**config.mk**
```make
export PLATFORM = sky130hd
export DESIGN_NAME = aibcr3aux_osc_dly_mon
export DESIGN_NICKNAME = d
export VERILOG_FILES = /design/src/rtl/aibcr3aux_osc_pkg.sv /design/src/rtl/aibcr3aux_osc_dly_mon_cnt.sv /design/src/rtl/aibcr3aux_osc_dly_mon.sv
export SDC_FILE = /design/constraint.sdc
export NUM_CORES = 1
export LEC_CHECK = 0
export BUFFER_PORTS_ARGS = -buffer_cell sky130_fd_sc_hd__buf_2
export CAP_MARGIN = 20
export CORE_MARGIN = 3
export CORE_UTILIZATION = 57
export CTS_BUF_LIST = sky130_fd_sc_hd__clkbuf_16
export DETAILED_ROUTE_END_ITERATION = 10
export PLACE_DENSITY = 0.75
export SYNTH_ARGS = -nofsm -noshare
export SYNTH_HDL_FRONTEND = slang
export SYNTH_SLANG_ARGS = --single-unit
```
**constraint.sdc**
```tcl
create_clock -name cp -period 3.35 [get_ports cp]
set_input_delay 0.8375 -clock cp [delete_from_list [all_inputs] [get_ports cp]]
set_output_delay 0.8375 -clock cp [all_outputs]
set_load 0.05 [all_outputs]
```
**src/rtl/aibcr3aux_osc_pkg.sv**
```systemverilog
// Shared definitions for the oscillator delay-chain monitor.
// Contents:
//   mon_state_e - FSM state encoding (IDLE/FLUSH/LAUNCH/WAIT/WIDTH/DONE)
//   exp_lat     - expected token latency through NUNIT two-flop delay units
//   flush_len   - number of cycles the chain is held at 0 before a launch
package aibcr3aux_osc_pkg;

   typedef enum logic [2:0] {
      ST_IDLE,
      ST_FLUSH,
      ST_LAUNCH,
      ST_WAIT,
      ST_WIDTH,
      ST_DONE
   } mon_state_e;

   // Each delay unit is two scan flops, so an ideal chain delays by 2*NUNIT cycles.
   function automatic int exp_lat(input int nunit);
      return 2 * nunit;
   endfunction

   // Two cycles beyond the chain depth guarantee that any stale token has drained.
   function automatic int flush_len(input int nunit);
      return 2 * nunit + 2;
   endfunction

endpackage

```
**src/rtl/aibcr3aux_osc_dly_mon_cnt.sv**
```systemverilog
// Saturating up-counter used by the delay monitor for flush timing and latency measurement.
// Ports:
//   cp      in  clock
//   rst     in  asynchronous active-high reset
//   clr     in  synchronous clear (has priority over en)
//   en      in  count enable
//   sat     in  saturation value; the counter never exceeds it
//   cnt     out current count
//   cnt_inc out value the counter takes if enabled this cycle (saturated)
module aibcr3aux_osc_dly_mon_cnt #(
   parameter int CNT_W = 8
) (
   input  logic             cp,
   input  logic             rst,
   input  logic             clr,
   input  logic             en,
   input  logic [CNT_W-1:0] sat,
   output logic [CNT_W-1:0] cnt,
   output logic [CNT_W-1:0] cnt_inc
);

   logic [CNT_W-1:0] cnt_d;
   logic [CNT_W-1:0] cnt_q;

   always_comb begin
      cnt_inc = (cnt_q >= sat) ? sat : cnt_q + CNT_W'(1);
      cnt_d   = cnt_q;
      if (clr) begin
         cnt_d = '0;
      end else if (en) begin
         cnt_d = cnt_inc;
      end
   end

   always_ff @(posedge cp or posedge rst) begin
      if (rst) begin
         cnt_q <= '0;
      end else begin
         cnt_q <= cnt_d;
      end
   end

   assign cnt = cnt_q;

endmodule

```
**src/rtl/aibcr3aux_osc_dly_mon.sv**
```systemverilog
// Monitor for a chain of NUNIT oscillator delay units (two scan flops each).
// Flushes the chain, launches a one-cycle token, measures its latency in cp cycles,
// checks the pulse width at the chain output and flags stuck-at chains.
// Ports:
//   cp          in  clock shared with the delay chain
//   rst         in  asynchronous active-high reset; aborts any measurement
//   start       in  one-cycle request, accepted only when idle
//   chain_q     in  q of the last delay unit
//   chain_d     out d of the first delay unit
//   busy        out measurement in progress
//   done        out one-cycle pulse when results update
//   pass        out lat equals the expected latency and no error flag set
//   lat         out measured latency, all-ones on timeout
//   err_stuck0  out token never arrived
//   err_stuck1  out chain_q high at the end of the flush
//   err_width   out chain_q high for more than one cycle
module aibcr3aux_osc_dly_mon
   import aibcr3aux_osc_pkg::*;
#(
   parameter int NUNIT = 8,
   parameter int CNT_W = 8,
   parameter int TMO   = 255
) (
   input  logic             cp,
   input  logic             rst,
   input  logic             start,
   input  logic             chain_q,
   output logic             chain_d,
   output logic             busy,
   output logic             done,
   output logic             pass,
   output logic [CNT_W-1:0] lat,
   output logic             err_stuck0,
   output logic             err_stuck1,
   output logic             err_width
);

   localparam int EXP_LAT   = exp_lat(NUNIT);
   localparam int FLUSH_LEN = flush_len(NUNIT);

   localparam logic [CNT_W-1:0] EXP_LAT_W    = CNT_W'(EXP_LAT);
   localparam logic [CNT_W-1:0] TMO_W        = CNT_W'(TMO);
   localparam logic [CNT_W-1:0] FLUSH_LAST_W = CNT_W'(FLUSH_LEN - 1);

   if ((TMO <= EXP_LAT) || (TMO > (2 ** CNT_W) - 1)) begin : g_param_err
      $error("aibcr3aux_osc_dly_mon: TMO must exceed 2*NUNIT and fit in CNT_W bits");
   end

   mon_state_e       state_d, state_q;
   logic             chain_d_d, chain_d_q;
   logic             busy_d, busy_q;
   logic             done_d, done_q;
   logic             pass_d, pass_q;
   logic [CNT_W-1:0] lat_d, lat_q;
   logic             err_stuck0_d, err_stuck0_q;
   logic             err_stuck1_d, err_stuck1_q;
   logic             err_width_d, err_width_q;

   logic             cnt_clr;
   logic             cnt_en;
   logic [CNT_W-1:0] cnt_val;
   logic [CNT_W-1:0] cnt_inc;

   aibcr3aux_osc_dly_mon_cnt #(
      .CNT_W (CNT_W)
   ) u_cnt (
      .cp      (cp),
      .rst     (rst),
      .clr     (cnt_clr),
      .en      (cnt_en),
      .sat     (TMO_W),
      .cnt     (cnt_val),
      .cnt_inc (cnt_inc)
   );

   // Next-state logic. chain_d is registered and set only on the transition into
   // LAUNCH, so the chain sees exactly one high cycle. In WAIT the latency is the
   // post-increment count, i.e. the number of cycles elapsed since LAUNCH.
   always_comb begin
      state_d      = state_q;
      chain_d_d    = 1'b0;
      busy_d       = busy_q;
      done_d       = 1'b0;
      pass_d       = pass_q;
      lat_d        = lat_q;
      err_stuck0_d = err_stuck0_q;
      err_stuck1_d = err_stuck1_q;
      err_width_d  = err_width_q;
      cnt_clr      = 1'b0;
      cnt_en       = 1'b0;

      case (state_q)
         ST_IDLE: begin
            if (start) begin
               lat_d        = '0;
               pass_d       = 1'b0;
               err_stuck0_d = 1'b0;
               err_stuck1_d = 1'b0;
               err_width_d  = 1'b0;
               busy_d       = 1'b1;
               cnt_clr      = 1'b1;
               state_d      = ST_FLUSH;
            end
         end
         ST_FLUSH: begin
            if (cnt_val == FLUSH_LAST_W) begin
               if (chain_q) begin
                  err_stuck1_d = 1'b1;
                  lat_d        = '0;
                  done_d       = 1'b1;
                  state_d      = ST_DONE;
               end else begin
                  chain_d_d = 1'b1;
                  cnt_clr   = 1'b1;
                  state_d   = ST_LAUNCH;
               end
            end else begin
               cnt_en = 1'b1;
            end
         end
         ST_LAUNCH: begin
            state_d = ST_WAIT;
         end
         ST_WAIT: begin
            cnt_en = 1'b1;
            if (chain_q) begin
               lat_d   = cnt_inc;
               state_d = ST_WIDTH;
            end else if (cnt_inc == TMO_W) begin
               err_stuck0_d = 1'b1;
               lat_d        = '1;
               done_d       = 1'b1;
               state_d      = ST_DONE;
            end
         end
         ST_WIDTH: begin
            if (chain_q) begin
               err_width_d = 1'b1;
            end
            done_d  = 1'b1;
            state_d = ST_DONE;
         end
         ST_DONE: begin
            busy_d  = 1'b0;
            state_d = ST_IDLE;
         end
         default: begin
            state_d = ST_IDLE;
         end
      endcase

      // pass is evaluated from the values being committed so it is valid alongside done.
      if (state_d == ST_DONE) begin
         pass_d = (lat_d == EXP_LAT_W) && !(err_stuck0_d || err_stuck1_d || err_width_d);
      end
   end

   // State and registered outputs; reset aborts a measurement and clears all results.
   always_ff @(posedge cp or posedge rst) begin
      if (rst) begin
         state_q      <= ST_IDLE;
         chain_d_q    <= 1'b0;
         busy_q       <= 1'b0;
         done_q       <= 1'b0;
         pass_q       <= 1'b0;
         lat_q        <= '0;
         err_stuck0_q <= 1'b0;
         err_stuck1_q <= 1'b0;
         err_width_q  <= 1'b0;
      end else begin
         state_q      <= state_d;
         chain_d_q    <= chain_d_d;
         busy_q       <= busy_d;
         done_q       <= done_d;
         pass_q       <= pass_d;
         lat_q        <= lat_d;
         err_stuck0_q <= err_stuck0_d;
         err_stuck1_q <= err_stuck1_d;
         err_width_q  <= err_width_d;
      end
   end

   assign chain_d    = chain_d_q;
   assign busy       = busy_q;
   assign done       = done_q;
   assign pass       = pass_q;
   assign lat        = lat_q;
   assign err_stuck0 = err_stuck0_q;
   assign err_stuck1 = err_stuck1_q;
   assign err_width  = err_width_q;

endmodule

```
# Yosys cells after proc, flatten, opt, wreduce, memory -nomap -nowiden
# Index checks and enable logic that the tools add are counted.
# Widths: inputs -> output; s select.
[totals]
out_inout_bits = 15
register_bits = 26
in_bits = 4
word_cells = 76
[op_classes]
magnitude_cmp = 1
reduce_logical = 11
addsub = 1
n_mux = 43
eq_ne = 10
[ops]
columns = ["cell", "n"]
rows = [
  ["$mux 8", 8],
  ["$pmux 8 s3", 1],
  ["$mux 1", 21],
  ["$eq 8x5->1 const B", 2],
  ["$mux 3", 5],
  ["$pmux 3 s5", 1],
  ["$pmux 1 s2", 6],
  ["$eq 3x3->1 const B", 3],
  ["$add 8x1->8 const B", 1],
  ["$eq 8x8->1 const B", 1],
  ["$ge 8x8->1 const B", 1],
  ["$reduce_bool 2->1", 4],
  ["$eq 3x2->1 const B", 2],
  ["$reduce_and 2->1", 2],
  ["$eq 3x1->1 const B", 1],
  ["$logic_not 3->1", 1],
  ["$pmux 1 s3", 1],
  ["$logic_or 1x1->1", 2],
  ["$ne 2x2->1 const B", 1],
  ["$logic_and 1x1->1", 1],
  ["$logic_not 1->1", 1],
]

# Depth between registers and ports, before layout
# Gate-level depths: netlist of the first run.
[depth]
word_depth = 11
mapped_depth = 9
ltp_nobuf = 9

# Modules after synthesis
# From an unflattened synthesis of the first run, not the netlist that was laid out.
[hier_totals]
hier_cells = 228
hier_area_um2 = 1873.0
[by_module_without_submodules]
columns = ["mod", "instances", "area_each_um2", "cells_each", "seq_area_each_um2"]
rows = [
  ["aibcr3aux_osc_dly_mon", 1, 984.7, 112, 450.4],
  ["aibcr3aux_osc_dly_mon_cnt", 1, 888.4, 116, 200.2],
]

# Worst setup path after synthesis of the first run
# No wires, ideal clock.
[synth_timing]
kind = "register -> register"
startpoint = "reg u_cnt.cnt_q[0], in the netlist u_cnt.cnt[0]"
endpoint = "reg pass_q, in the netlist pass"
synth_period_minus_slack_ns = 2.740
arrival_time_ns = 2.645
stages_incl_launch_ff = 10
slack_ns = 0.610
path_buffers = 1
setup_ns = 0.095
t_required_ns = 3.255
path_cell_list = "dfrtp_1 > ha_1 > and3_1 > buf_6 > or4b_4 > a21boi_2 > nor3_1 > o22a_1 > or4_1 > o31ai_1"
[synth_via]
elab_cells_between_ends = 28
cone_classes = "1 x add/sub; 1 x order compare; 4 x eq/ne; 15 x mux; 7 x reduce/logical"
[synth_rtl]
columns = ["element", "line", "source"]
rows = [
  ["start, declared", "aibcr3aux_osc_dly_mon_cnt.sv:23", "logic [CNT_W-1:0] cnt_q;"],
  ["start signal, assigned", "aibcr3aux_osc_dly_mon_cnt.sv:39", "cnt_q <= cnt_d;"],
  ["$add 8x1->8 or $ge 8x8->1 (tied branches)", "aibcr3aux_osc_dly_mon_cnt.sv:26", "cnt_inc = (cnt_q >= sat) ? sat : cnt_q + CNT_W'(1);"],
  ["$mux 8", "aibcr3aux_osc_dly_mon_cnt.sv:26", ""],
  ["$eq 8x8->1", "aibcr3aux_osc_dly_mon.sv:129", "end else if (cnt_inc == TMO_W) begin"],
  ["$mux 8", "aibcr3aux_osc_dly_mon.sv:129", ""],
  ["$mux 8", "aibcr3aux_osc_dly_mon.sv:126", "if (chain_q) begin"],
  ["$pmux 8 s3 *", "aibcr3aux_osc_dly_mon.sv:92", "case (state_q)"],
  ["net lat_d[7]", "aibcr3aux_osc_dly_mon.sv:54", "logic [CNT_W-1:0] lat_d, lat_q;"],
  ["$eq 8x5->1 *", "aibcr3aux_osc_dly_mon.sv:154", "pass_d = (lat_d == EXP_LAT_W) && !(err_stuck0_d || err_stuck1_d || err_width_d);"],
  ["$logic_and 1x1->1 *", "aibcr3aux_osc_dly_mon.sv:154", ""],
  ["$mux 1 *", "aibcr3aux_osc_dly_mon.sv:153", "if (state_d == ST_DONE) begin"],
  ["end signal, assigned", "aibcr3aux_osc_dly_mon.sv:175", "pass_q <= pass_d;"],
  ["end, declared", "aibcr3aux_osc_dly_mon.sv:53", "logic pass_d, pass_q;"],
]
# The timed path passes the listed nets; every way through them passes the cells marked *.
# A chain may end at the register's enable or synchronous reset.

# Worst setup path in the final report of the first run
# Same ends and word-level chain as after synthesis.

==> metrics.cfg, run 1 <==
[sta]
fin_crit_sh=0.878
final-max-slew-violation-count=0
slew_headroom=0.336
finClkSkew_ns=0.00313
rsz0062_at_grt=false
period_needed_ns=2.94
setup_tns_ns=0
fmax_mhz=340
worstMarginPinSlew_ns=0.994
hold_viol_final=0
setup_viol=0

[synthesis]
synth_area_leader_cell=dfrtp_1
synth_top_area_share=0.408
synth.area.mux_share=0.00627
synth-simple-area-share=0.236
synth_xor_area_frac=0.0110
syn_nets=190
ys_ff_latch=26
synth_area_um2=1600
yosysUniqueCellTypes=53
yosysSeqAreaShare=0.408
synthCells=184
synth_edf_count=0
syn_avg_cell_area_um2=8.68
synth.area.top_cells=dfrtp_1 (41%), a21oi_1 (6.0%), nor2_1 (4.0%), nand2_1 (3.3%), a31oi_1 (2.4%)
synth_top_family_by_area=compound AO/OA/AOI/OAI gates
synth_ff_type=dfrtp_1
synth-compound-area-share=0.258
synth-async-reset-ratio=1.00
ys_warn_count=0
synthAdderAreaFrac=0.0157

[drt]
drc=0
vias=1483
ant_nets=0
drt_wl_total_mm=3.84
drt-initial-drc-count=124
dr.pass1.iters=5
viasPerCell=6.65
detail_route.wl_per_cell_um=17.2

[clock_network]
cts.repair.resized=0
cts_hold_buf=0
clock_path_buffers=2
post_cts_buffers=0
clock-sinks=26
cts-root-buf=clkbuf_16
cts_tree=built
cts_buffers=3
clk_latency_ns=0.26
htree_levels=1
clk_pin_slew_worst_paths_ns=0.07

[layout]
finish.utilization=0.686
area_growth_pct=10.3
diodes=0
layout.nets=200
drive_above_1_share=0.145
fill_cells=222

[run]
drv_cap=0

[floorplanning]
dieArea_um2=3470
dieWidth_um=58.9
initial_core_util=0.622
std_cell_rows=18
core_area_um2=2570
io_pins=19
fp.dieH_um=58.9

[place]
dp_hpwl_mm=2.76
gp_congestion=0.915
port_buffers=18

[global_routing]
grt_first_pass_wirelength_mm=6.58
antenna_found_initial=0
globalRouteOverflowTotal=0
grt_util_all_layers=0.247
grt_max_degree=27
grt_pass1_vias=1442

[setup_path]
end_kind=flip-flop
critPathLaunchType=flip-flop
cp_top_family=simple AND/OR/NAND/NOR gates
worstPathCellList=ha_1 > and3_1 > or4b_4 > a21boi_2 > nor3_1 > o22a_1 > or4_1 > o31ai_1
slowest_stage=or4_1
cp_data_required_time_ns=3.52
critPathMaxStageDelay_ns=0.55
path_buf_inv=0
critPathArrivalTime_ns=3.11
path_class=flip-flop to flip-flop
worst-path-max-fanout=9

[power]
peakVddDrop_mv=0.488
p_leak_nw=0.799
powerDensity_nw_per_um2=842

[run_status]
status=completed

[hold_path]
hold_path.class=flip-flop to flip-flop

## power by group
part / switching [mW] / internal, mW
registers: 0.130 / 0.400
logic: 0.399 / 0.205
clock network: 0.111 / 0.238
## per-stage QoR
stage	hold WS [ns]	total power, mW	area (µm²)	worst slack [ns]	instances
finish	0.519	1.48	1760	0.409	223
global route	0.544	1.57	1760	0.219	223
CTS	0.521	1.48	1760	0.424	223
detailed placement	0.500	1.13	1660	0.453	219
global placement	0.485	1.11	1660	0.519	219
floorplan	0.555	1.02	1600	0.610	184
## layout by cell type, fill, tap and decap left out, types with 3 or more instances in the layout
master and n:
a21oi_1 19, nor3_1 6, nand4_1 4, a311oi_1 3
a31oi_1 6, nand2_1 14, nand2b_1 5, or3_1 3
clkbuf_16 3, nor2_1 17, nand3_1 3, o21ai_0 6
a211oi_1 4, dfrtp_1 26, inv_1 10, buf_2 18
## Yosys cell counts, types with 3 or more instances
library cell   n
a21oi_1       19
a31oi_1        6
nor3_1         6
o21ai_0        6
a211oi_1       4
inv_1         10
nand2_1       14
nand4_1        4
buf_2          3
nand2b_1       5
dfrtp_1       26
clkbuf_1       8
a311oi_1       3
or3_1          3
nand3_1        3
nor2_1        17
## cell families (layout without fill, tap and decap cells)
kind of cell / Yosys count / in the layout
compound gates: 61 / 61
xor+xnor: 2 / 2
fa+ha+maj: 2 / 2
buf+inv: 23 / 32
flops: 26 / 26
mux: 1 / 1
simple gates: 69 / 69
## registers in the layout, summed over array words and instances, names as in the netlist
register / count
lat: 8
u_cnt.cnt: 8
state_q: 3
busy: 1
chain_d: 1
done: 1
err_stuck0: 1
err_stuck1: 1
err_width: 1
pass: 1
## routing by layer
metal	GRT usage	part of all wire
met3	0.0439	0.077
met4	0.120	0.020
met2	0.393	0.49
met5	0	0
met1	0.325	0.42
## path summary, 6_finish.rpt
| kind | start | to | slack (ns) | depth (start not counted) |
|---|---|---|---|---|
| min | err_stuck1 | err_stuck1 | 0.52 | 1 |
| max reg2reg | u_cnt.cnt[0] | pass | 0.41 | 8 |
| max | u_cnt.cnt[0] | pass | 0.41 | 8 |
| min in group asynchronous | rst | chain_d | 0.80 | 2 |
| min reg2reg | err_stuck1 | err_stuck1 | 0.52 | 1 |
| max in group asynchronous | rst | state_q[2] | 1.94 | 2 |
## layout make-up
cell class                 instances  area [µm²]  share of cell area
sequential                        26         651               0.369
inverter                          10        37.5              0.0213
clock buffer                       3        75.1              0.0426
tap                               30        37.5              0.0213
clock inverter                     1        30.0              0.0170
timing repair buffer              18        90.1              0.0511
multi-input combinational        135         841               0.477
No activity file was read; power rests on OpenSTA's default activity.
==> run 2: changes to the inputs <==
Settings changed: CORE_UTILIZATION 57 to 39, PLACE_DENSITY 0.75 to 0.54.
==> metrics.cfg, run 2 (same netlist as run 1, synthesis figures left out) <==
[setup_path]
path_class=flip-flop to flip-flop
end_kind=flip-flop
r2r_slack_ns=0.40  ; about the same
critPathLaunchType=flip-flop
critPathArrivalTime_ns=3.12  ; about the same
worst-path-max-fanout=9  ; unchanged
critPathMaxStageDelay_ns=0.54  ; about the same
timing.rr.start=u_cnt.cnt[0]
critPathLaunch=u_cnt.cnt[0]
r2r_end=pass
worstPathCellList=ha_1 > and3_1 > or4b_4 > a21boi_2 > nor3_1 > o22a_1 > or4_1 > o31ai_1
slowest_stage=or4_1
crit_path_end=pass
ff2ff_path_depth=8  ; unchanged
cp_data_required_time_ns=3.52  ; about the same

[place]
dpl-instance-area_um2=1680  ; +1.4%
dp_hpwl_mm=2.77  ; +0.41%
gp_congestion=0.824  ; -10%
dp_cells=237  ; +8.2%
port_buffers=18  ; unchanged

[sta]
setup_tns_ns=0  ; unchanged
slew_headroom=0.564  ; +0.227
final-max-slew-violation-count=0  ; unchanged
setup_viol=0  ; unchanged
fmax_mhz=339  ; -0.23%
finClkSkew_ns=0.00473  ; +0.00160 ns
rsz0062_at_grt=false
hold_viol_final=0  ; unchanged
worstMarginPinSlew_ns=0.652  ; -0.342 ns
period_needed_ns=2.95  ; +0.00684 ns
fin_crit_sh=0.880  ; +0.00204

[layout]
layout.nets=201  ; +0.50%
final_common_cell=dfrtp_1
finish.utilization=0.467  ; -0.219
diodes=0  ; unchanged
stdcell_area_um2=1770  ; +0.64%
final_cell_mix=dfrtp_1 (26), a21oi_1 (19), buf_2 (18)
drive_above_1_share=0.144  ; -0.000748
final_cells=242  ; +8.5%
area_growth_pct=11.1

[power]
p_leak_nw=0.793  ; -0.64%
seqPwrFrac=0.385  ; +0.027
power_mw=1.39  ; -6.2%
p_int_mw=0.767  ; -9.1%
peakVddDrop_mv=0.258  ; -47%
p_sw_mw=0.626  ; -2.3%
clkPwrFrac=0.189  ; -0.046
p_sw_frac=0.449  ; +0.0179
pwr-share-comb=0.425  ; +0.018
powerDensity_nw_per_um2=785  ; -6.8%

[floorplanning]
io_pins=19  ; unchanged
dieArea_um2=4900  ; +41%
initial_core_util=0.420  ; -0.202
fp.dieH_um=70.0  ; +19%
dieWidth_um=70.0  ; +19%
core_area_um2=3800  ; +48%
std_cell_rows=22  ; +4

[run]
drv_cap=0  ; unchanged

[clock_network]
post_cts_buffers=0  ; unchanged
clock_path_buffers=2  ; unchanged
cts-root-buf=clkbuf_16
cts_buffers=3  ; unchanged
clock-sinks=26  ; unchanged
clk_latency_ns=0.26  ; about the same
cts.repair.resized=0  ; unchanged
clk_pin_slew_worst_paths_ns=0.06  ; about the same
cts_tree=built
cts_hold_buf=0  ; unchanged
htree_levels=1  ; unchanged

[drt]
detail_route.wl_per_cell_um=15.7  ; -8.5%
vias=1441  ; -2.8%
drc=0  ; unchanged
drt-initial-drc-count=103  ; -17%
dr.pass1.iters=4  ; -1
ant_nets=0  ; unchanged
viasPerCell=5.95  ; -10%
drt_wl_total_mm=3.81  ; -0.76%

[global_routing]
grt_max_degree=27  ; unchanged
antenna_found_initial=0  ; unchanged
grt_util_all_layers=0.168  ; -0.0794
globalRouteOverflowTotal=0  ; unchanged
grt_first_pass_wirelength_mm=6.74  ; +2.5%
grt_pass1_vias=1352  ; -6.2%

[hold_path]
hold_path.class=flip-flop to flip-flop
hold_depth=2  ; +1

[run_status]
status=completed

==> run 2: cell types whose count changed in the layout (fill, tap and decap cells not counted), sizes merged <==
cell | before | now
bufinv | 1 | 0
clkinv | 0 | 1
buf | 18 | 19
==> run 2: critical path, delay by kind of cell, from the launching register on <==
kind                     cells  cell delay [ns]
flip-flops                   1             0.48
AND/OR/NAND/NOR              4             1.41
adder cells (fa/ha/maj)      1             0.33
AO/OA/AOI/OAI                3             0.64
==> run 2: worst min-delay path by stage <==
stage                             from      endpoint
after CTS                       lat[6]        lat[6]
after floorplan           u_cnt.cnt[3]  u_cnt.cnt[3]
after global placement          lat[6]        lat[6]
after detailed placement        lat[6]        lat[6]
after global routing            lat[6]        lat[6]
final                           lat[6]        lat[6]
==> run 2: area by class of cell <==
type,instances,area [µm²]
Clock buffer,3,75.1
Clock inverter,1,3.75
Fill cell,374,2030
Inverter,10,37.5
Multi-Input combinational cell,135,841
Sequential cell,26,651
Tap cell,48,60.1
Timing Repair Buffer,19,105
==> run 2: metrics by stage <==
step / setup slack [ns] / hold WS [ns]
floorplan: 0.610 / 0.555
global placement: 0.399 / 0.488
detailed placement: 0.411 / 0.502
CTS: 0.379 / 0.519
global route: 0.241 / 0.563
finish: 0.402 / 0.514
==> run 2: per-layer routing <==
layer	share of wire	track usage
met1	0.48	0.239
met2	0.48	0.269
met3	0.036	0.0173
met4	0.0066	0.0489
met5	0	0
==> run 2: power by group through the flow <==
stage               registers [mW]  clock network [mW]  logic, mW
floorplan                    0.583                   0      0.433
global placement             0.538                   0      0.591
detailed placement           0.538                   0      0.590
CTS                          0.534               0.270      0.592
global route                 0.560               0.289      0.654
finish                       0.537               0.263      0.592
==> run 3: changes to the inputs <==
Settings changed: BUFFER_PORTS_ARGS -buffer_cell sky130_fd_sc_hd__buf_2 to default, DONT_BUFFER_PORTS from default to 1, PLACE_DENSITY 0.54 to 0.5.
Clock period 3.35 ns to 3.46 ns, I/O delays scaled along.
==> metrics.cfg, run 3 (same netlist as run 1, synthesis figures left out) <==
[sta]
whs_ns=0.525  ; +0.0109 ns
fin_crit_sh=0.831  ; -0.0490
slew_headroom=0.512  ; -0.0520
finClkSkew_ns=0.00100  ; -0.00372 ns
rsz0062_at_grt=false
fmax_mhz=348  ; +2.5%
setup_viol=0  ; unchanged
hold_viol_final=0  ; unchanged
setup_tns_ns=0  ; unchanged
final-max-slew-violation-count=0  ; unchanged
period_needed_ns=2.88  ; -0.0726 ns
worstMarginPinSlew_ns=0.730  ; +0.0778 ns

[place]
dp_hpwl_mm=2.93  ; +5.8%
port_buffers=0  ; -18
dpl-instance-area_um2=1590  ; -5.4%
dp_cells=219  ; -7.6%
gp_congestion=0.921  ; +12%

[drt]
drt_wl_total_mm=4.08  ; +7.0%
vias=1388  ; -3.7%
dr.pass1.iters=4  ; unchanged
viasPerCell=6.20  ; +4.1%
drt-initial-drc-count=83  ; -19%
detail_route.wl_per_cell_um=18.2  ; +16%
drc=0  ; unchanged
ant_nets=0  ; unchanged

[floorplanning]
fp.dieH_um=70.0  ; unchanged
initial_core_util=0.420  ; unchanged
dieWidth_um=70.0  ; unchanged
dieArea_um2=4900  ; unchanged
core_area_um2=3800  ; unchanged
std_cell_rows=22  ; unchanged
io_pins=19  ; unchanged

[layout]
final_cells=224  ; -7.4%
seq_area_um2=651  ; unchanged
final_cell_mix=dfrtp_1 (26), a21oi_1 (19), nor2_1 (17)
final_common_cell=dfrtp_1
stdcell_area_um2=1710  ; -3.6%
diodes=0  ; unchanged
fill_cells=371  ; -0.80%
drive_above_1_share=0.0625  ; -0.0818
multiInputGateArea_um2=841  ; unchanged
layout.nets=183  ; -9.0%
area_growth_pct=7.05

[clock_network]
cts-root-buf=clkbuf_16
cts.repair.resized=0  ; unchanged
cts_hold_buf=0  ; unchanged
htree_levels=1  ; unchanged
clock-sinks=26  ; unchanged
post_cts_buffers=0  ; unchanged
clk_latency_ns=0.26  ; about the same
cts_tree=built
cts_buffers=3  ; unchanged
clock_path_buffers=2  ; unchanged
clk_pin_slew_worst_paths_ns=0.07  ; about the same

[setup_path]
critPathLaunchType=flip-flop
timing.rr.start=u_cnt.cnt[0]
end_kind=flip-flop
critPathMaxStageDelay_ns=0.53  ; about the same
r2r_slack_ns=0.58  ; +0.18 ns
critPathLaunch=u_cnt.cnt[0]
path_class=flip-flop to flip-flop
ff2ff_path_depth=8  ; unchanged
critPathArrivalTime_ns=3.05  ; -0.07 ns
cp_data_required_time_ns=3.63  ; +0.11 ns
slowest_stage=or4b_4
r2r_end=pass
crit_path_end=pass
worstPathCellList=ha_1 > and3_1 > or4b_4 > a21boi_2 > nor3_1 > o22a_1 > or4_1 > o31ai_1
worst-path-max-fanout=9  ; unchanged

[hold_path]
hold_path.class=input pin to async pin

[run]
drv_cap=0  ; unchanged

[global_routing]
grt_util_all_layers=0.176  ; +0.00772
grt_pass1_vias=1360  ; +0.59%
grt_first_pass_wirelength_mm=6.96  ; +3.2%
grt_max_degree=27  ; unchanged
globalRouteOverflowTotal=0  ; unchanged
antenna_found_initial=0  ; unchanged

[power]
powerDensity_nw_per_um2=822  ; +4.7%
power_mw=1.41  ; +0.97%
peakVddDrop_mv=0.353  ; +37%
p_leak_nw=0.716  ; -9.8%

[run_status]
status=completed

-- run 3: where the power goes --
part	switching, mW	internal [mW]	total, mW
logic	0.246	0.176	0.422
registers	0.260	0.385	0.645
clock network	0.108	0.230	0.338
-- run 3: per-stage QoR --
stage	setup WS (ns)	utilization
3_3_place_gp	0.685	0.418
4_1_cts	0.619	0.446
6_report	0.584	0.450
2_1_floorplan	0.720	-
3_5_place_dp	0.626	0.418
5_1_grt	0.415	0.450
-- run 3: critical path: cells and delay by family, from the launching register on --
kind | cells | cell delay, ns
DFF | 1 | 0.47
AOI/OAI and AO/OA | 3 | 0.60
adders and majority gates | 1 | 0.32
and+or+nand+nor | 4 | 1.39
-- run 3: worst min-delay path by stage --
stage	startpoint	to	slack (ns)
4_1_cts	u_cnt.cnt[1]	u_cnt.cnt[1]	0.64
2_1_floorplan	u_cnt.cnt[3]	u_cnt.cnt[3]	0.56
3_3_place_gp	u_cnt.cnt[0]	u_cnt.cnt[0]	0.60
6_report	rst	state_q[0]	0.52
5_1_grt	rst	busy	0.57
3_5_place_dp	u_cnt.cnt[1]	u_cnt.cnt[1]	0.62
-- run 3: cell type report --
type,instances,share of cell area
Timing Repair Buffer,1,0.00878
Clock buffer,3,0.0439
Tap cell,48,0.0351
Clock inverter,1,0.0176
Multi-Input combinational cell,135,0.492
Inverter,10,0.0220
Sequential cell,26,0.381
-- run 3: routing by layer --
metal	wire length [µm]	track usage	vias to the layer above
li1	-	-	662
met1	1880	0.247	671
met2	1910	0.274	49
met3	224	0.0331	6
met4	57	0.0511	0
met5	0	0	-
